[config.mk]
export PLATFORM = sky130hd
export DESIGN_NAME = servo_step_sequencer
export DESIGN_NICKNAME = d
export VERILOG_FILES = /design/src/rtl/servo_pkg.sv /design/src/rtl/dwell_timer.sv /design/src/rtl/servo_step_sequencer.sv
export SDC_FILE = /design/constraint.sdc
export NUM_CORES = 1
export LEC_CHECK = 0
export CAP_MARGIN = 20
export CORE_MARGIN = 2
export CORE_UTILIZATION = 55
export CTS_BUF_LIST = sky130_fd_sc_hd__clkbuf_2 sky130_fd_sc_hd__clkbuf_4 sky130_fd_sc_hd__clkbuf_8
export DETAILED_ROUTE_END_ITERATION = 16
export PLACE_DENSITY_LB_ADDON = 0.15
export SYNTH_ARGS = -nofsm -noshare
export SYNTH_HDL_FRONTEND = slang
export SYNTH_SLANG_ARGS = --single-unit
[constraint.sdc]
create_clock -name clk -period 2.1 [get_ports clk]
set_input_delay 0.42 -clock clk [delete_from_list [all_inputs] [get_ports clk]]
set_output_delay 0.42 -clock clk [all_outputs]
set_load 0.01 [all_outputs]
[src/rtl/servo_pkg.sv]
// Shared types and constants for the servo step sequencer.
package servo_pkg;

    localparam int ANGLE_W         = 3;
    localparam int ANGLE_MAX       = 4;
    localparam int CLK_HZ          = 50_000_000;
    localparam int STEP_CYCLES_DEF = CLK_HZ / 10;

    typedef enum logic [1:0] {
        IDLE  = 2'd0,
        DWELL = 2'd1,
        DONE  = 2'd2
    } state_t;

endpackage

[src/rtl/dwell_timer.sv]
// Free-running dwell counter 0..STEP_CYCLES-1; tc flags the last count while enabled.
module dwell_timer #(
    parameter int STEP_CYCLES = 2
) (
    input  logic clk,
    input  logic rst_n,
    input  logic clear,
    input  logic en,
    output logic tc
);

    localparam int CNT_W = $clog2(STEP_CYCLES);
    localparam logic [CNT_W-1:0] LAST = CNT_W'(STEP_CYCLES - 1);

    logic [CNT_W-1:0] cnt_q;
    logic [CNT_W-1:0] cnt_d;

    assign tc = en && (cnt_q == LAST);

    always_comb begin
        cnt_d = cnt_q;
        if (clear) begin
            cnt_d = '0;
        end else if (en) begin
            cnt_d = (cnt_q == LAST) ? '0 : cnt_q + CNT_W'(1);
        end
    end

    always_ff @(posedge clk or negedge rst_n) begin
        if (!rst_n) begin
            cnt_q <= '0;
        end else begin
            cnt_q <= cnt_d;
        end
    end

endmodule

[src/rtl/servo_step_sequencer.sv]
// Rate-limited angle command front-end for the servo PWM driver.
// Build option SERVO_RAMP_EN: defined = one 45-degree step per dwell; undefined = jump, then dwell d periods.
module servo_step_sequencer #(
    parameter int STEP_CYCLES = servo_pkg::STEP_CYCLES_DEF,
    parameter int ANGLE_MAX   = servo_pkg::ANGLE_MAX
) (
    input  logic                          clk,
    input  logic                          rst_n,
    input  logic                          cmd_valid,
    output logic                          cmd_ready,
    input  logic [servo_pkg::ANGLE_W-1:0] cmd_angle,
    output logic [servo_pkg::ANGLE_W-1:0] angle_idx,
    output logic                          busy,
    output logic                          done,
    output logic                          err
);

    import servo_pkg::*;

    localparam logic [ANGLE_W-1:0] AMAX = ANGLE_W'(ANGLE_MAX);

    state_t             state_q, state_d;
    logic [ANGLE_W-1:0] angle_q, angle_d;
    logic               err_q, err_d;
    logic               tmr_clear;
    logic               tmr_en;
    logic               tmr_tc;
    logic               accept;

`ifdef SERVO_RAMP_EN
    logic [ANGLE_W-1:0] target_q, target_d;

    function automatic logic [ANGLE_W-1:0] step_toward(input logic [ANGLE_W-1:0] cur,
                                                       input logic [ANGLE_W-1:0] tgt);
        return (tgt > cur) ? cur + ANGLE_W'(1) : cur - ANGLE_W'(1);
    endfunction
`else
    // Dwell periods still owed after the current one.
    logic [ANGLE_W-1:0] steps_q, steps_d;

    function automatic logic [ANGLE_W-1:0] distance(input logic [ANGLE_W-1:0] a,
                                                    input logic [ANGLE_W-1:0] b);
        return (a > b) ? a - b : b - a;
    endfunction
`endif

    assign accept    = cmd_valid && (state_q == IDLE);
    assign cmd_ready = (state_q == IDLE);
    assign busy      = (state_q != IDLE);
    assign done      = (state_q == DONE);
    assign err       = err_q;
    assign angle_idx = angle_q;

    dwell_timer #(
        .STEP_CYCLES(STEP_CYCLES)
    ) u_dwell_timer (
        .clk  (clk),
        .rst_n(rst_n),
        .clear(tmr_clear),
        .en   (tmr_en),
        .tc   (tmr_tc)
    );

    always_comb begin
        state_d   = state_q;
        angle_d   = angle_q;
        err_d     = 1'b0;
        tmr_clear = 1'b0;
        tmr_en    = (state_q == DWELL);
`ifdef SERVO_RAMP_EN
        target_d  = target_q;
`else
        steps_d   = steps_q;
`endif
        case (state_q)
            IDLE: begin
                if (accept) begin
                    if (cmd_angle > AMAX) begin
                        err_d = 1'b1;
                    end else if (cmd_angle == angle_q) begin
                        state_d = DONE;
                    end else begin
                        state_d   = DWELL;
                        tmr_clear = 1'b1;
`ifdef SERVO_RAMP_EN
                        target_d  = cmd_angle;
                        angle_d   = step_toward(angle_q, cmd_angle);
`else
                        angle_d   = cmd_angle;
                        steps_d   = distance(angle_q, cmd_angle) - ANGLE_W'(1);
`endif
                    end
                end
            end
            DWELL: begin
                if (tmr_tc) begin
`ifdef SERVO_RAMP_EN
                    if (angle_q == target_q) begin
                        state_d = DONE;
                    end else begin
                        angle_d = step_toward(angle_q, target_q);
                    end
`else
                    if (steps_q == '0) begin
                        state_d = DONE;
                    end else begin
                        steps_d = steps_q - ANGLE_W'(1);
                    end
`endif
                end
            end
            DONE:    state_d = IDLE;
            default: state_d = IDLE;
        endcase
    end

    always_ff @(posedge clk or negedge rst_n) begin
        if (!rst_n) begin
            state_q  <= IDLE;
            angle_q  <= '0;
            err_q    <= 1'b0;
`ifdef SERVO_RAMP_EN
            target_q <= '0;
`else
            steps_q  <= '0;
`endif
        end else begin
            state_q  <= state_d;
            angle_q  <= angle_d;
            err_q    <= err_d;
`ifdef SERVO_RAMP_EN
            target_q <= target_d;
`else
            steps_q  <= steps_d;
`endif
        end
    end

endmodule
==> out/metrics.cfg, run 1 <==
[global_routing]
grt_start_max_net_pins=33
grt_usage_pct=26.51
overflow=0
antenna_found_initial=0
grt_pass1_vias=1837
grt_pass1_wl_mm=8.404

[route]
post_drt_wl_per_cell_um=16.23
drtIter0Drc=191
first_pass_iters=4
drt-total-wl_mm=5.129
drc=0
num_vias=1923
viasPerCell=6.085
ant_nets=0

[sta]
fmax_ghz=0.4579
timing.final.crit_share_pct=104.0
clock_skew_ns=0.01628
fin_ws_ns=-0.08388
setup_violations=1
slew_viol_final=0
min_period_ns=2.184
grt_setup_unrepaired=yes
finalHoldViolCount=0
setup_tns_ns=-0.08388
whs_ns=0.4626
worst_slew_pin_slew_ns=0.4208
max_slew_margin_pct=71.95

[logic_synthesis]
syn_area_um2=1994
postSynthAreaPerCell_um2=9.024
syn_nets=235
synth_top_area_share_pct=40.15
synth_seq_cells=32
synthTopCellsByCount=dfrtp_1 (32), o21ai_0 (32), nand2_1 (23)
ys_warn_count=0
seq_area_frac_synth_pct=40.15
synthTopCellsByArea=dfrtp_1 (40%), o21ai_0 (8.0%), nand2_1 (4.3%), ha_1 (3.8%), o31ai_1 (3.4%)
synth_edf_count=0
ys.flop_type=dfrtp_1
async_reset_ff_share_pct=100.0
synthDistinctLibCells=48
synthCells=221
yosysTopAreaCell=dfrtp_1

[floorplan]
initial_core_util_pct=58.39
dieHeight_um=64.22
rows=21
die-area_um2=4124
dieWidth_um=64.22
ios=13
core_area_um2=3416

[setup_path]
critPathRequiredTime_ns=2.36
max_stage_delay_ns=0.43
path_class=register to register
cp_max_fo=3
r2r_setup_slack_ns=-0.08
path_cells=ha_4 > nor2b_1 > o21a_1 > o21ai_2 > mux2i_1 > nand2_1 > o21ai_2 > ha_2 > o211ai_1 > a221oi_2
path_common_cell=o21ai_2
rr_endpoint=steps_q[2]
endpoint_kind=register
startpoint=angle_idx[1]
crit_slowest_cell=dfrtp_1
crit-reg2reg-launch=angle_idx[1]
crit_path_start_kind=register
crit_arrival_ns=2.45
r2r_cells=10

[clock_tree]
htree_levels=2
cts_root_buf=clkbuf_4
cts_buffers=5
hold_buffers=0
cts_tree=built
clock_latency_ns=0.35
clockBufferDepth=2
cts_sinks=32
clk_pin_slew_ns=0.12

[cells_and_area]
syn2layout_area_growth_pct=27.16
n_antenna_cell=0
utilization_pct=74.25
drive_gt1_share_pct=28.15
stdcell_area_um2=2536
final_nets=283

[placed_design]
dp_hpwl_mm=3.329
pre_cts_ws_ns=-0.7039
place_congestion=0.8259
placed_area_um2=2323
port_buffers=12

[run_status]
violations=negative setup slack
status=complete, but fails checks

[job]
cap_violations=0

[pwr]
p_per_area_nw_per_um2=427.8
vdd_drop_max_mv=0.3176
p_leak_nw=1.075

[hold_path]
hold_path_class=input port to asynchronous set/reset pin

## cell families (layout without fill, tap and decap cells)
group                    after synthesis  after routing  synth area share (%)
adder cells (fa/ha/maj)                8              8                 5.772
buffers and inverters                 23             72                 5.959
AND/OR/NAND/NOR                       76             76                 20.70
flip-flops                            32             32                 40.15
AO/OA/AOI/OAI                         79             79                 25.91
multiplexers                           2              2                 1.066
XOR/XNOR                               1              1                0.4392
## worst max-delay path by stage
stage                            end
after floorplan           steps_q[2]
after CTS                 steps_q[2]
final                     steps_q[2]
after detailed placement  steps_q[2]
after global routing      steps_q[2]
after global placement    steps_q[2]
## layer usage
layer	wire length, um	track usage [%]	up-vias	part of all wire [%]
met5	0	0	-	0
met1	2204	31.26	940	43
met3	211	6.514	16	4.1
met4	129	11.44	0	2.5
met2	2585	45.70	56	50
li1	-	-	911	-
## critical path, delay by kind of cell, from the launching register on
family	cells	cell delay (ns)
DFF	1	0.43
and+or+nand+nor	2	0.25
muxes	1	0.19
AOI/OAI and AO/OA	5	0.75
adders and majority gates	2	0.48
## power by group
group	switching [mW]	internal (mW)
clock	0.240	0.159
combinational	0.0389	0.0311
sequential	0	0.616
## sequential cells by signal, summed over array words and instances, names as in the netlist
signal / count
state_q: 2
steps_q: 3
angle_idx: 3
u_dwell_timer.cnt_q: 23
err: 1
## cell type report
class	count	area (um2)
Clock buffer	6	51.30
Clock inverter	2	10.01
Fill cell	262	879.6
Inverter	13	52.55
Multi-Input combinational cell	166	1142
Sequential cell	32	800.8
Tap cell	46	57.56
Timing Repair Buffer	51	421.7
## through the flow
| step | total power [mW] | cells |
|---|---|---|
| floorplan | 0.6494 | 221 |
| global placement | 0.6901 | 296 |
| detailed placement | 0.6942 | 296 |
| CTS | 1.084 | 305 |
| global route | 1.120 | 316 |
| finish | 1.085 | 316 |
## what timing repair did
item                                    4_1_cts  5_1_grt
gates resized for setup                      11       20
endpoints found under the setup margin       27       23
pin swaps                                     2        6
setup buffers                                 1       10
cloned                                        0        1
## layout by cell type, fill, tap and decap left out, types with 8 or more instances in the layout
master | synthesis | layout
buf_4 | 1 | 36
nand4_1 | 8 | 8
clkdlybuf4s50_1 | 0 | 10
dfrtp_1 | 32 | 32
o21ai_1 | 11 | 17
o21ai_0 | 32 | 24
o31ai_1 | 9 | 9
nor2_1 | 10 | 8
nand2_1 | 23 | 21
inv_1 | 12 | 9
Note: power is estimated with default switching activity, not from simulation.
==> inputs of run 2 (changes only) <==
--- a/config.mk
+++ b/config.mk
@@ -11,6 +11,9 @@
 export CTS_BUF_LIST = sky130_fd_sc_hd__clkbuf_2 sky130_fd_sc_hd__clkbuf_4 sky130_fd_sc_hd__clkbuf_8
 export DETAILED_ROUTE_END_ITERATION = 16
 export PLACE_DENSITY_LB_ADDON = 0.15
+export REMOVE_ABC_BUFFERS = 1
+export SETUP_SLACK_MARGIN = 0.15
+export SLEW_MARGIN = 30
 export SYNTH_ARGS = -nofsm -noshare
 export SYNTH_HDL_FRONTEND = slang
 export SYNTH_SLANG_ARGS = --single-unit
==> run 2 against run 1 <==
Effect of this change:
- the flow still finishes with violations (negative setup slack)
- clock-buffer cell count up 1
- maximum frequency up 0.55%
- power up 14%
==> out/metrics.cfg, run 2 (synthesis gave the netlist of run 1 again) <==
[route]
drc=0
viasPerCell=6.081
ant_nets=0
drtIter0Drc=210
num_vias=1885
post_drt_wl_per_cell_um=16.74
drt-total-wl_mm=5.190
first_pass_iters=4

[pwr]
finalPower_mw=1.238
vdd_drop_max_mv=0.4745
p_leak_nw=1.081
p_per_area_nw_per_um2=482.5

[sta]
slew_viol_final=0
clock_skew_ns=0.01097
grt_setup_unrepaired=yes
fmax_ghz=0.4604
fin_ws_ns=-0.07185
worst_slew_pin_slew_ns=0.4746
whs_ns=0.4219
finalHoldViolCount=0
timing.final.crit_share_pct=103.4
min_period_ns=2.172
setup_tns_ns=-0.07185
max_slew_margin_pct=68.21
setup_violations=1

[cells_and_area]
n_antenna_cell=0
final_nets=277
syn2layout_area_growth_pct=28.67
drive_gt1_share_pct=27.65
stdcell_area_um2=2566
largest_reg_flops=23
layout_common_cells=dfrtp_1 (32), buf_4 (25), o21ai_0 (23)
utilization_pct=75.13
top_register=u_dwell_timer.cnt_q
stdcell_count=310
final_common_cell=dfrtp_1

[setup_path]
r2r_cells=10
critPathCapture=steps_q[2]
crit_arrival_ns=2.43
rr_endpoint=steps_q[2]
crit-reg2reg-launch=angle_idx[1]
path_class=register to register
cp_max_fo=3
crit_path_start_kind=register
critPathRequiredTime_ns=2.36
path_cells=ha_4 > nor2b_4 > o21a_1 > o21ai_2 > mux2i_1 > nand2_1 > o21ai_1 > ha_2 > o211ai_1 > a221oi_2
r2r_setup_slack_ns=-0.07
crit_slowest_cell=dfrtp_1
startpoint=angle_idx[1]
max_stage_delay_ns=0.43
endpoint_kind=register

[global_routing]
grt_start_max_net_pins=33
grt_usage_pct=27.64
grt_pass1_wl_mm=8.763
antenna_found_initial=0
grt_pass1_vias=1963
overflow=0

[clock_tree]
cts_buffers=5
cts_sinks=32
clockBufferDepth=2
clk_pin_slew_ns=0.11
cts_root_buf=clkbuf_4
cts_tree=built
htree_levels=2
clock_latency_ns=0.34

[placed_design]
port_buffers=12
dp_cells=296
pre_cts_ws_ns=-0.7752
place_congestion=0.8427
dp_hpwl_mm=3.223
placed_area_um2=2305

[job]
cap_violations=0

[floorplan]
die-area_um2=4124
dieHeight_um=64.22
initial_core_util_pct=58.39
ios=13
dieWidth_um=64.22
core_area_um2=3416
rows=21

[run_status]
violations=negative setup slack
status=complete, but fails checks

[hold_path]
hold_path_class=input port to register

run 2: worst min path at each step:
stage | start | to | slack [ns] | cells after the start
after floorplan | rst_n | angle_idx[0] | 0.12 | 0
after global placement | u_dwell_timer.cnt_q[19] | u_dwell_timer.cnt_q[19] | 0.47 | 1
after detailed placement | u_dwell_timer.cnt_q[4] | u_dwell_timer.cnt_q[4] | 0.50 | 1
after CTS | rst_n | u_dwell_timer.cnt_q[21] | 0.47 | 2
after global routing | cmd_angle[2] | angle_idx[2] | 0.45 | 3
final | cmd_angle[2] | angle_idx[2] | 0.42 | 3
run 2: layer usage:
layer,global-route usage (%),part of all wire [%]
met1,32.65,43
met2,47.79,51
met3,6.866,4.8
met4,11.44,1.1
met5,0,0
run 2: cell type report:
cell class	count	area, um2
Fill cell	238	849.6
Sequential cell	32	800.8
Clock inverter	1	30.03
Timing Repair Buffer	42	364.1
Tap cell	46	57.56
Clock buffer	7	65.06
Inverter	13	51.30
Multi-Input combinational cell	169	1197
run 2: repair_timing:
item                       4_1_cts  5_1_grt
cloned                           3        0
pin swaps                       11        3
buffers inserted                 3        0
hold buffers                     0        0
resized for setup               37        9
setup endpoints to repair       28       29
run 2: worst max-delay path, delay by kind of cell, from the launching register on:
kind,cells,cell delay [ns]
compound gates,5,0.76
fa+ha+maj,2,0.45
flops,1,0.43
mux,1,0.22
simple gates,2,0.22
run 2: report_power, final:
group / internal [mW] / switching [mW] / leakage [nW] / total (mW)
logic: 0.0356 / 0.0404 / 0.607 / 0.0760
registers: 0.616 / 0 / 0.422 / 0.616
clock network: 0.316 / 0.230 / 0.0515 / 0.546
==> inputs of run 3 (changes only) <==
--- a/config.mk
+++ b/config.mk
@@ -6,6 +6,7 @@
 export NUM_CORES = 1
 export LEC_CHECK = 0
 export CAP_MARGIN = 20
+export CORE_ASPECT_RATIO = 0.5
 export CORE_MARGIN = 2
 export CORE_UTILIZATION = 55
 export CTS_BUF_LIST = sky130_fd_sc_hd__clkbuf_2 sky130_fd_sc_hd__clkbuf_4 sky130_fd_sc_hd__clkbuf_8
==> run 3 against run 2 <==
Effect of this change:
- the flow still finishes with violations (negative setup slack)
- clock skew rose by 0.0016 ns
- worst hold slack improved by 0.087 ns
- sequential cell count did not move
- final area rose by 13%
- sequential share of layout area fell by 3.6 points
- critical path type unchanged
- largest cell class unchanged
- largest power group unchanged
- highest routed layer unchanged
==> out/metrics.cfg, run 3 (synthesis gave the netlist of run 1 again) <==
[run_status]
status=complete, but fails checks
violations=negative setup slack

[sta]
finalHoldViolCount=0
worst_slew_pin_slew_ns=0.4258
timing.final.crit_share_pct=102.8
max_slew_margin_pct=71.61
fmax_ghz=0.4634
clock_skew_ns=0.01253
grt_setup_unrepaired=yes
setup_violations=9
whs_ns=0.5092
fin_ws_ns=-0.05791
slew_viol_final=0
min_period_ns=2.158

[cells_and_area]
n_antenna_cell=0
largest_reg_flops=23
syn2layout_area_growth_pct=45.48
nFillCells=186
utilization_pct=84.02
layout_common_cells=buf_4 (35), dfrtp_1 (31), o21ai_1 (29)
top_register=u_dwell_timer.cnt_q
final_nets=292
final_common_cell=buf_4
seqCellArea_um2=802.0
stdcell_area_um2=2902
multi_input_area_um2=1370
drive_gt1_share_pct=41.37

[clock_tree]
cts_sinks=32
cts_buffers=5
cts_tree=built
hold_buffers=0
clk_pin_slew_ns=0.07
clock_latency_ns=0.29
clockBufferDepth=2
cts_root_buf=clkbuf_8
htree_levels=2

[placed_design]
pre_cts_ws_ns=-0.6660
placed_area_um2=2326
dp_hpwl_mm=3.114
place_congestion=0.7645
port_buffers=12

[route]
drt-total-wl_mm=6.549
ant_nets=0
drtIter0Drc=285
num_vias=2164
viasPerCell=6.578
first_pass_iters=5
post_drt_wl_per_cell_um=19.91
drc=0

[setup_path]
r2r_cells=10
startpoint=u_dwell_timer.cnt_q[9]
crit_path_start_kind=register
r2r_setup_slack_ns=-0.06
crit_slowest_cell=dfrtp_1
path_class=register to register
cp_max_fo=6
critPathCapture=u_dwell_timer.cnt_q[20]
crit_arrival_ns=2.33
endpoint_kind=register
critPathRequiredTime_ns=2.28
rr_endpoint=u_dwell_timer.cnt_q[20]
max_stage_delay_ns=0.43
crit-reg2reg-launch=u_dwell_timer.cnt_q[9]
path_cells=nor4bb_2 > nand2_2 > o41ai_4 > buf_6 > buf_12 > buf_12 > buf_6 > a21oi_4 > o21ai_2 > o31ai_1

[global_routing]
grt-busiest-layer=met2
grtUsageMet2_pct=44.44
use_met3_pct=4.839
grt_pass1_wl_mm=7.914
grt_start_max_net_pins=33
overflow=0
gr-usage-met1_pct=33.19
grt_pass1_vias=1737
grt_usage_pct=25.92
antenna_found_initial=0

[floorplan]
rows=15
ios=13
core_area_um2=3453
dieHeight_um=46.58
initial_core_util_pct=57.75
dieWidth_um=89.16
die-area_um2=4153

[pwr]
p_per_area_nw_per_um2=396.7
p_leak_nw=1.191
finalPower_mw=1.151
vdd_drop_max_mv=0.2064

[job]
cap_violations=0

[hold_path]
hold_path_class=input port to register

run 3: critical path: cells and delay by family, from the launching register on:
| family | cells | cell delay (ns) |
|---|---|---|
| compound gates | 4 | 0.56 |
| flops | 1 | 0.43 |
| simple gates | 2 | 0.53 |
| buf+inv | 4 | 0.52 |
run 3: power breakdown:
group          total [mW]  internal (mW)  leakage [nW]  switching (mW)
registers           0.616          0.616         0.420               0
logic              0.0713         0.0325         0.727          0.0388
clock network       0.464          0.238        0.0445           0.226
run 3: repair_timing:
action	in CTS	in global routing
pin swaps	7	23
cloned	2	2
endpoints found under the setup margin	27	28
resized for setup	23	93
setup buffers	5	10
run 3: final cells by class:
| type | count | area share, % |
|---|---|---|
| Tap cell | 51 | 2.199 |
| Multi-Input combinational cell | 168 | 47.22 |
| Timing Repair Buffer | 58 | 18.37 |
| Inverter | 13 | 1.768 |
| Clock buffer | 6 | 2.630 |
| Sequential cell | 32 | 27.64 |
| Clock inverter | 1 | 0.1725 |
run 3: stage by stage:
step	setup TNS, ns	instances
after floorplan	-4.379	211
final	-0.2749	329
after detailed placement	-13.06	303
after global routing	-0.7119	329
after CTS	-0.1470	317
after global placement	-12.24	303
run 3: worst min-delay path by stage:
stage / start / end / slack (ns) / cells past startpoint
after floorplan: rst_n / angle_idx[0] / 0.12 / 0
after global placement: u_dwell_timer.cnt_q[19] / u_dwell_timer.cnt_q[19] / 0.48 / 1
after detailed placement: u_dwell_timer.cnt_q[4] / u_dwell_timer.cnt_q[4] / 0.48 / 1
after CTS: u_dwell_timer.cnt_q[4] / u_dwell_timer.cnt_q[4] / 0.49 / 1
after global routing: cmd_angle[0] / angle_idx[0] / 0.51 / 3
final: cmd_angle[0] / angle_idx[0] / 0.51 / 3
run 3: metal layers:
metal / wire length (um) / part of all wire, %
met5: 0 / 0
met4: 324 / 4.9
met3: 589 / 9.0
met2: 3113 / 48
met1: 2521 / 38
